<file path="src/rtl/multi_hero_input_ctrl.sv">
// PS/2 set-2 keyboard decoder that tracks held direction keys per hero and,
// on request, computes clamped next positions for every hero in one pulse.
module multi_hero_input_ctrl #(
  parameter int COORD_W   = 9,
  parameter int N_PLAYERS = 2,
  parameter int STEP      = 1,
  parameter int X_MIN     = 0,
  parameter int X_MAX     = 319,
  parameter int Y_MIN     = 0,
  parameter int Y_MAX     = 239
) (
  input  logic                           CLOCK_50,
  input  logic                           RESET_H,
  input  logic [7:0]                     SCAN_CODE,
  input  logic                           SCAN_VALID,
  input  logic                           GET_INPUT,
  input  logic [N_PLAYERS*COORD_W-1:0]   CURR_POS_X,
  input  logic [N_PLAYERS*COORD_W-1:0]   CURR_POS_Y,
  output logic [N_PLAYERS*COORD_W-1:0]   HERO_NEW_X,
  output logic [N_PLAYERS*COORD_W-1:0]   HERO_NEW_Y,
  output logic                           MOVE_VALID,
  output logic                           BUSY,
  output logic [2*N_PLAYERS-1:0]         FACING,
  output logic [4*N_PLAYERS-1:0]         KEYS_HELD
);

  // Two guard bits: one for sign, one so an out-of-range position plus STEP cannot wrap.
  localparam int AW = COORD_W + 2;
  localparam int PW = N_PLAYERS * COORD_W;

  typedef enum logic [1:0] {PF_IDLE, PF_EXT, PF_BRK, PF_EXT_BRK} pfx_t;
  typedef enum logic [1:0] {RQ_IDLE, RQ_CALC, RQ_DONE} req_t;

  pfx_t r_pfx, w_pfx_next;
  req_t r_req, w_req_next;

  logic                   w_evt, w_evt_ext, w_evt_brk;
  logic                   w_hit, w_ply;
  logic [1:0]             w_bit, w_dir;
  logic [4*N_PLAYERS-1:0] w_key_mask;
  logic [2*N_PLAYERS-1:0] w_face_mask, w_face_val;

  logic [4*N_PLAYERS-1:0] r_keys;
  logic [2*N_PLAYERS-1:0] r_facing;

  logic [PW-1:0]          r_snap_x_p0, r_snap_y_p0;
  logic [4*N_PLAYERS-1:0] r_snap_keys_p0;

  logic [PW-1:0]          w_calc_x, w_calc_y;
  logic [3:0]             w_keys_n;
  logic signed [AW-1:0]   w_sum_x, w_sum_y;

  logic [PW-1:0]          r_new_x_p1, r_new_y_p1;
  logic                   r_vld_p1;

  function automatic logic signed [AW-1:0] axis_step(input logic inc, input logic dec);
    logic signed [AW-1:0] s;
    s = AW'(STEP);
    if (inc && !dec) return s;
    if (dec && !inc) return -s;
    return '0;
  endfunction

  function automatic logic [COORD_W-1:0] sat_coord(input logic signed [AW-1:0] v,
                                                    input int lo, input int hi);
    logic signed [AW-1:0] lo_s, hi_s;
    lo_s = AW'(lo);
    hi_s = AW'(hi);
    if (v < lo_s) return lo_s[COORD_W-1:0];
    if (v > hi_s) return hi_s[COORD_W-1:0];
    return v[COORD_W-1:0];
  endfunction

  // Prefix tracking: E0/F0 bytes only steer state; any other byte is a key event.
  always_comb begin
    w_pfx_next = r_pfx;
    w_evt      = 1'b0;
    w_evt_ext  = 1'b0;
    w_evt_brk  = 1'b0;
    if (SCAN_VALID) begin
      unique case (r_pfx)
        PF_IDLE: begin
          if (SCAN_CODE == 8'hE0)      w_pfx_next = PF_EXT;
          else if (SCAN_CODE == 8'hF0) w_pfx_next = PF_BRK;
          else begin
            w_evt      = 1'b1;
            w_pfx_next = PF_IDLE;
          end
        end
        PF_EXT: begin
          if (SCAN_CODE == 8'hF0)      w_pfx_next = PF_EXT_BRK;
          else if (SCAN_CODE == 8'hE0) w_pfx_next = PF_EXT;
          else begin
            w_evt      = 1'b1;
            w_evt_ext  = 1'b1;
            w_pfx_next = PF_IDLE;
          end
        end
        PF_BRK: begin
          if (SCAN_CODE == 8'hE0) w_pfx_next = PF_EXT_BRK;
          else begin
            w_evt      = 1'b1;
            w_evt_brk  = 1'b1;
            w_pfx_next = PF_IDLE;
          end
        end
        PF_EXT_BRK: begin
          w_evt      = 1'b1;
          w_evt_ext  = 1'b1;
          w_evt_brk  = 1'b1;
          w_pfx_next = PF_IDLE;
        end
        default: w_pfx_next = PF_IDLE;
      endcase
    end
  end

  // Key decode; bit index follows the {up,left,down,right} bitmap layout.
  always_comb begin
    w_hit = 1'b0;
    w_ply = 1'b0;
    w_bit = 2'd0;
    if (!w_evt_ext) begin
      unique case (SCAN_CODE)
        8'h1D: begin w_hit = 1'b1; w_bit = 2'd3; end
        8'h1C: begin w_hit = 1'b1; w_bit = 2'd2; end
        8'h1B: begin w_hit = 1'b1; w_bit = 2'd1; end
        8'h23: begin w_hit = 1'b1; w_bit = 2'd0; end
        default: w_hit = 1'b0;
      endcase
    end else begin
      unique case (SCAN_CODE)
        8'h75: begin w_hit = 1'b1; w_bit = 2'd3; end
        8'h6B: begin w_hit = 1'b1; w_bit = 2'd2; end
        8'h72: begin w_hit = 1'b1; w_bit = 2'd1; end
        8'h74: begin w_hit = 1'b1; w_bit = 2'd0; end
        default: w_hit = 1'b0;
      endcase
      w_ply = w_hit && (N_PLAYERS == 2);
    end

    unique case (w_bit)
      2'd3:    w_dir = 2'b00;
      2'd2:    w_dir = 2'b11;
      2'd1:    w_dir = 2'b10;
      default: w_dir = 2'b01;
    endcase

    w_key_mask       = '0;
    w_key_mask[0]    = w_hit && w_evt;
    w_key_mask       = w_key_mask << {w_ply, w_bit};
    w_face_mask      = '0;
    w_face_mask[1:0] = {2{w_hit && w_evt && !w_evt_brk}};
    w_face_mask      = w_face_mask << {w_ply, 1'b0};
    w_face_val       = {N_PLAYERS{w_dir}};
  end

  always_comb begin
    w_req_next = r_req;
    unique case (r_req)
      RQ_IDLE: if (GET_INPUT) w_req_next = RQ_CALC;
      RQ_CALC: w_req_next = RQ_DONE;
      RQ_DONE: w_req_next = RQ_IDLE;
      default: w_req_next = RQ_IDLE;
    endcase
  end

  // Stage p0: snapshot taken on the accepting edge, before that edge's key event lands.
  always_ff @(posedge CLOCK_50) begin
    if (r_req == RQ_IDLE && GET_INPUT) begin
      r_snap_x_p0    <= CURR_POS_X;
      r_snap_y_p0    <= CURR_POS_Y;
      r_snap_keys_p0 <= r_keys;
    end
  end

  always_comb begin
    w_calc_x = '0;
    w_calc_y = '0;
    w_keys_n = '0;
    w_sum_x  = '0;
    w_sum_y  = '0;
    for (int p = 0; p < N_PLAYERS; p++) begin
      w_keys_n = r_snap_keys_p0[4*p +: 4];
      w_sum_x  = $signed({2'b00, r_snap_x_p0[p*COORD_W +: COORD_W]})
                 + axis_step(w_keys_n[0], w_keys_n[2]);
      w_sum_y  = $signed({2'b00, r_snap_y_p0[p*COORD_W +: COORD_W]})
                 + axis_step(w_keys_n[1], w_keys_n[3]);
      w_calc_x[p*COORD_W +: COORD_W] = sat_coord(w_sum_x, X_MIN, X_MAX);
      w_calc_y[p*COORD_W +: COORD_W] = sat_coord(w_sum_y, Y_MIN, Y_MAX);
    end
  end

  // Stage p1: registered results with their one-cycle valid.
  always_ff @(posedge CLOCK_50) begin
    if (RESET_H) begin
      r_pfx      <= PF_IDLE;
      r_req      <= RQ_IDLE;
      r_keys     <= '0;
      r_facing   <= {N_PLAYERS{2'b10}};
      r_vld_p1   <= 1'b0;
      r_new_x_p1 <= '0;
      r_new_y_p1 <= '0;
    end else begin
      r_pfx    <= w_pfx_next;
      r_req    <= w_req_next;
      r_vld_p1 <= (r_req == RQ_CALC);
      if (r_req == RQ_CALC) begin
        r_new_x_p1 <= w_calc_x;
        r_new_y_p1 <= w_calc_y;
      end
      if (w_evt) begin
        if (w_evt_brk) r_keys <= r_keys & ~w_key_mask;
        else           r_keys <= r_keys | w_key_mask;
      end
      r_facing <= (r_facing & ~w_face_mask) | (w_face_val & w_face_mask);
    end
  end

  assign HERO_NEW_X = r_new_x_p1;
  assign HERO_NEW_Y = r_new_y_p1;
  assign MOVE_VALID = r_vld_p1;
  assign BUSY       = (r_req != RQ_IDLE);
  assign FACING     = r_facing;
  assign KEYS_HELD  = r_keys;

endmodule

</file>
<file path="config.mk">
export PLATFORM = sky130hd
export DESIGN_NAME = multi_hero_input_ctrl
export DESIGN_NICKNAME = d
export VERILOG_FILES = /design/src/rtl/multi_hero_input_ctrl.sv
export SDC_FILE = /design/constraint.sdc
export NUM_CORES = 1
export LEC_CHECK = 0
export BUFFER_PORTS_ARGS = -buffer_cell sky130_fd_sc_hd__buf_2
export CORE_MARGIN = 1
export CORE_UTILIZATION = 43
export CTS_CLUSTER_SIZE = 20
export DETAILED_ROUTE_END_ITERATION = 16
export PLACE_DENSITY = 0.63
export SLEW_MARGIN = 30
export SYNTH_ARGS = -nofsm -noshare
export SYNTH_HDL_FRONTEND = slang
export SYNTH_SLANG_ARGS = --single-unit
export TNS_END_PERCENT = 30
</file>
<file path="constraint.sdc">
create_clock -name CLOCK_50 -period 3.06 [get_ports CLOCK_50]
set_input_delay 0.306 -clock CLOCK_50 [delete_from_list [all_inputs] [get_ports CLOCK_50]]
set_output_delay 0.306 -clock CLOCK_50 [all_outputs]
set_load 0.02 [all_outputs]
</file>
==> key figures <==
STA
  – Min Hold Slack: approximately 0.13 ns
  – Worst-Margin Slew: 0.620 ns
  – Final worst-path cycle share: 92.4%
  – Max_slew headroom: about 59%
  – Max Slew Vio Count: 0
  – Layout Skew: around 0.0065 ns
  – Fmax: approximately 350 MHz
  – Fin crit period: between 2 and 3 ns
  – Final Hold Viols: 0
  – RSZ-0062 raised after global routing: false
  – Total negative setup slack: 0 ns
  – Setup violators final: 0

Logic synthesis
  – FFs w/ async S/R, synth: 0%
  – Netlist Area Pre-Place: about 0.006 mm²
  – Seq/Total Area, Yosys: between 30 and 40%
  – Syn nets: 735
  – Synth Register Bits: between 90 and 100
  – Syn. warnings: 0
  – Post-synthesis cell count: 671
  – Main synth FF type: dfxtp_1
  – Syn_area_per_cell: about 9.0 µm²
  – Cell variety after synth: 74
  – Post-synth EDFFs: 44

Drt
  – Vias: between 5000 and 6000
  – Routed len/inst: approximately 16 µm
  – Number of antenna-violating nets in the routed design: 0
  – Initial DRC Count: around 470
  – Pre-antenna DRT Iters: 5
  – WL final: ~14000 µm
  – Vias per cell: about 5.7
  – Drc violations: 0

Worst setup path
  – Critical Path Source: r_snap_keys_p0[3]$_DFFE_PP_
  – Worst setup path class: reg -> reg
  – Critical R2R Launch: r_snap_keys_p0[3]$_DFFE_PP_
  – Largest stage delay, worst path: approximately 0.4 ns
  – Crit start category: flip-flop
  – Worst Path Max Fanout: 5
  – Sum of buffers and inverters on the critical path: 1
  – Worst path required time: approximately 3.3 ns
  – Worst setup EP type: flip-flop
  – Worst path arrival time: just over 3 ns
  – Worst path top cell family by delay: compound AO/OA/AOI/OAI gates
  – Slowest-stage cell, CP: edfxtp_1
  – Top cell by count, worst path: ha_1
  – Crit-path cells: ha_1 -> inv_1 -> ha_1 -> ha_1 -> a32oi_1 -> a21oi_1 -> or3_1 -> a21o_1 -> o21bai_2 -> o31a_1

Global routing
  – Tot GR Track Use: 20.4%
  – First-pass GRT wire length: roughly 24000 µm
  – Number of global-route vias before repair: 4869
  – Pin count of the biggest net entering global routing: 45
  – Initial antenna violation count: 1
  – Gr ovfl total: 0

Floorplanning
  – Starting Density: around 45%
  – Die Ht: about 120 µm
  – Core Box Area: between 0.01 and 0.015 mm²
  – Die X: between 100 and 150 µm
  – # rows: 42
  – I/O Pins: 98
  – Die area: ~0.014 mm²

Cells and area
  – Post-route cell area: 0.00688 mm²
  – Most common cell after layout, fill and taps aside: buf_2
  – Most frequent cells in the layout: buf_2, nand2_1, dfxtp_1
  – Fill count: approximately 1300
  – Area grow syn2layout: 14.2%
  – # nets final: approximately 810
  – Share of cells above drive strength 1: between 10% and 20%
  – Diode count: 0

Place
  – Gpl congestion: between 0.9 and 1
  – DPL Wire Length: 10200 µm
  – Area after DPL: about 0.0066 mm²
  – # port buffers: slightly below 100

Pwr
  – Tot Pwr: approximately 3200 µW
  – Leak: approximately 0.0028 µW
  – Max IR drop VDD: around 0.34 mV
  – Power Dens Cells: roughly 460 mW/mm²

Clock tree
  – Clk sinks: 97
  – Cts repair resizes: 0
  – Num CTS Buffers: 9
  – Clk_lat worst skew: between 0.3 and 0.4 ns
  – CTS tree: done
  – # Post-CTS Setup Buffers: 0
  – Clock Pin Slew Worst Setup and Hold Paths: approximately 0.070 ns
  – Htree depth: 3
  – Post-CTS Hold Buffers: 0
  – Clock Tree Buf Depth: 2
  – Root Driver: clkbuf_16

Run
  – Max_cap viols: 0

Hold path
  – HP Class: in -> reg
  – Worst hold path startpoint: CURR_POS_Y[16]

Run status
  – Status: completed
metrics by stage:
step	util (%)	instances	setup WS, ns
after floorplan	-	671	0.0764
after global placement	49.1	907	0.305
after detailed placement	49.1	907	0.113
after CTS	51.0	923	0.109
after global routing	51.1	923	0.0459
final	51.1	923	0.233
layer usage:
layer	GRT usage, %	up-vias	wire length, µm
met4	7.18	2	233
met1	27.1	2451	6790
met5	0	-	13
met3	4.25	21	719
li1	-	2637	-
met2	32.9	159	6550
Yosys cell counts (all sizes together), types with 3 or more instances:
cell     n  share of area [%]
nand3    8               0.66
a21o     8                1.0
nor4    10                1.0
o21ai   53                4.4
mux2     3               0.62
o31ai   10                1.2
buf     23                2.1
and3b   11                1.6
or3      5               0.52
o41ai    3               0.44
nand2   57                3.6
o31a     4               0.58
a32o     5               0.83
o211ai   7               0.87
edfxtp  44                 22
mux2i    8                1.3
nand3b   3               0.37
nand2b  10                1.0
and3     6               0.62
o22ai    3               0.31
a211oi  13                1.8
a32oi    7                1.0
nor3b    9                1.1
clkbuf  25                1.6
nand4    5               0.52
o21a     9                1.1
ha      16                3.3
a21oi   42                3.6
or2      3               0.31
nor2    45                2.8
xnor2   30                4.4
nor3    18                1.5
a31oi    3               0.31
nor4bb   4               0.66
xor2    13                1.9
and4b    5               0.83
dfxtp   53                 18
inv     20                1.2
nor2b   20                2.1
a221oi   6               0.87
o311ai   3               0.44
and2     7               0.73
worst register-to-register path: stages, from the launching register on:
cell	delay, ns
edfxtp_1	0.40
ha_1	0.29
inv_1	0.04
ha_1	0.21
ha_1	0.24
a32oi_1	0.30
a21oi_1	0.12
or3_1	0.39
a21o_1	0.23
o21bai_2	0.24
o31a_1	0.26
where the power goes:
group | total (µW) | internal [µW] | switching (µW) | leakage, µW
logic | 598 | 246 | 352 | 0.00177
clock network | 1050 | 567 | 481 | 0.000134
registers | 1510 | 1430 | 81.7 | 0.000856
total | 3160 | 2240 | 915 | 0.00276
path summary, 6_finish.rpt:
check,to,slack [ns],cells after the start
worst max-delay path,HERO_NEW_Y[1]$_SDFFE_PP0P_,0.23,10
worst min-delay path,r_snap_y_p0[16]$_DFFE_PP_,0.13,1
worst max register to register,HERO_NEW_Y[1]$_SDFFE_PP0P_,0.23,10
worst min register to register,r_snap_keys_p0[2]$_DFFE_PP_,0.45,0
area by class of cell:
cell class | count | area [µm²] | share of cell area (%)
Timing Repair Buffer | 108 | 568 | 8.26
Clock inverter | 4 | 18.8 | 0.273
Inverter | 20 | 75.1 | 1.09
Clock buffer | 12 | 246 | 3.58
Multi-Input combinational cell | 506 | 3370 | 49.0
Tap cell | 176 | 220 | 3.20
Sequential cell | 97 | 2380 | 34.6
kinds of logic after synthesis:
family / count (synthesis) / share of synthesized area, %
and+or+nand+nor: 237 / 21.6
muxes: 11 / 1.95
xor gates and xnor gates: 43 / 6.25
buffers and inverters: 68 / 4.90
adders and majority gates: 16 / 3.32
DFF: 97 / 39.5
AOI/OAI and AO/OA: 199 / 22.4
Power figures use the tool's default switching activity.
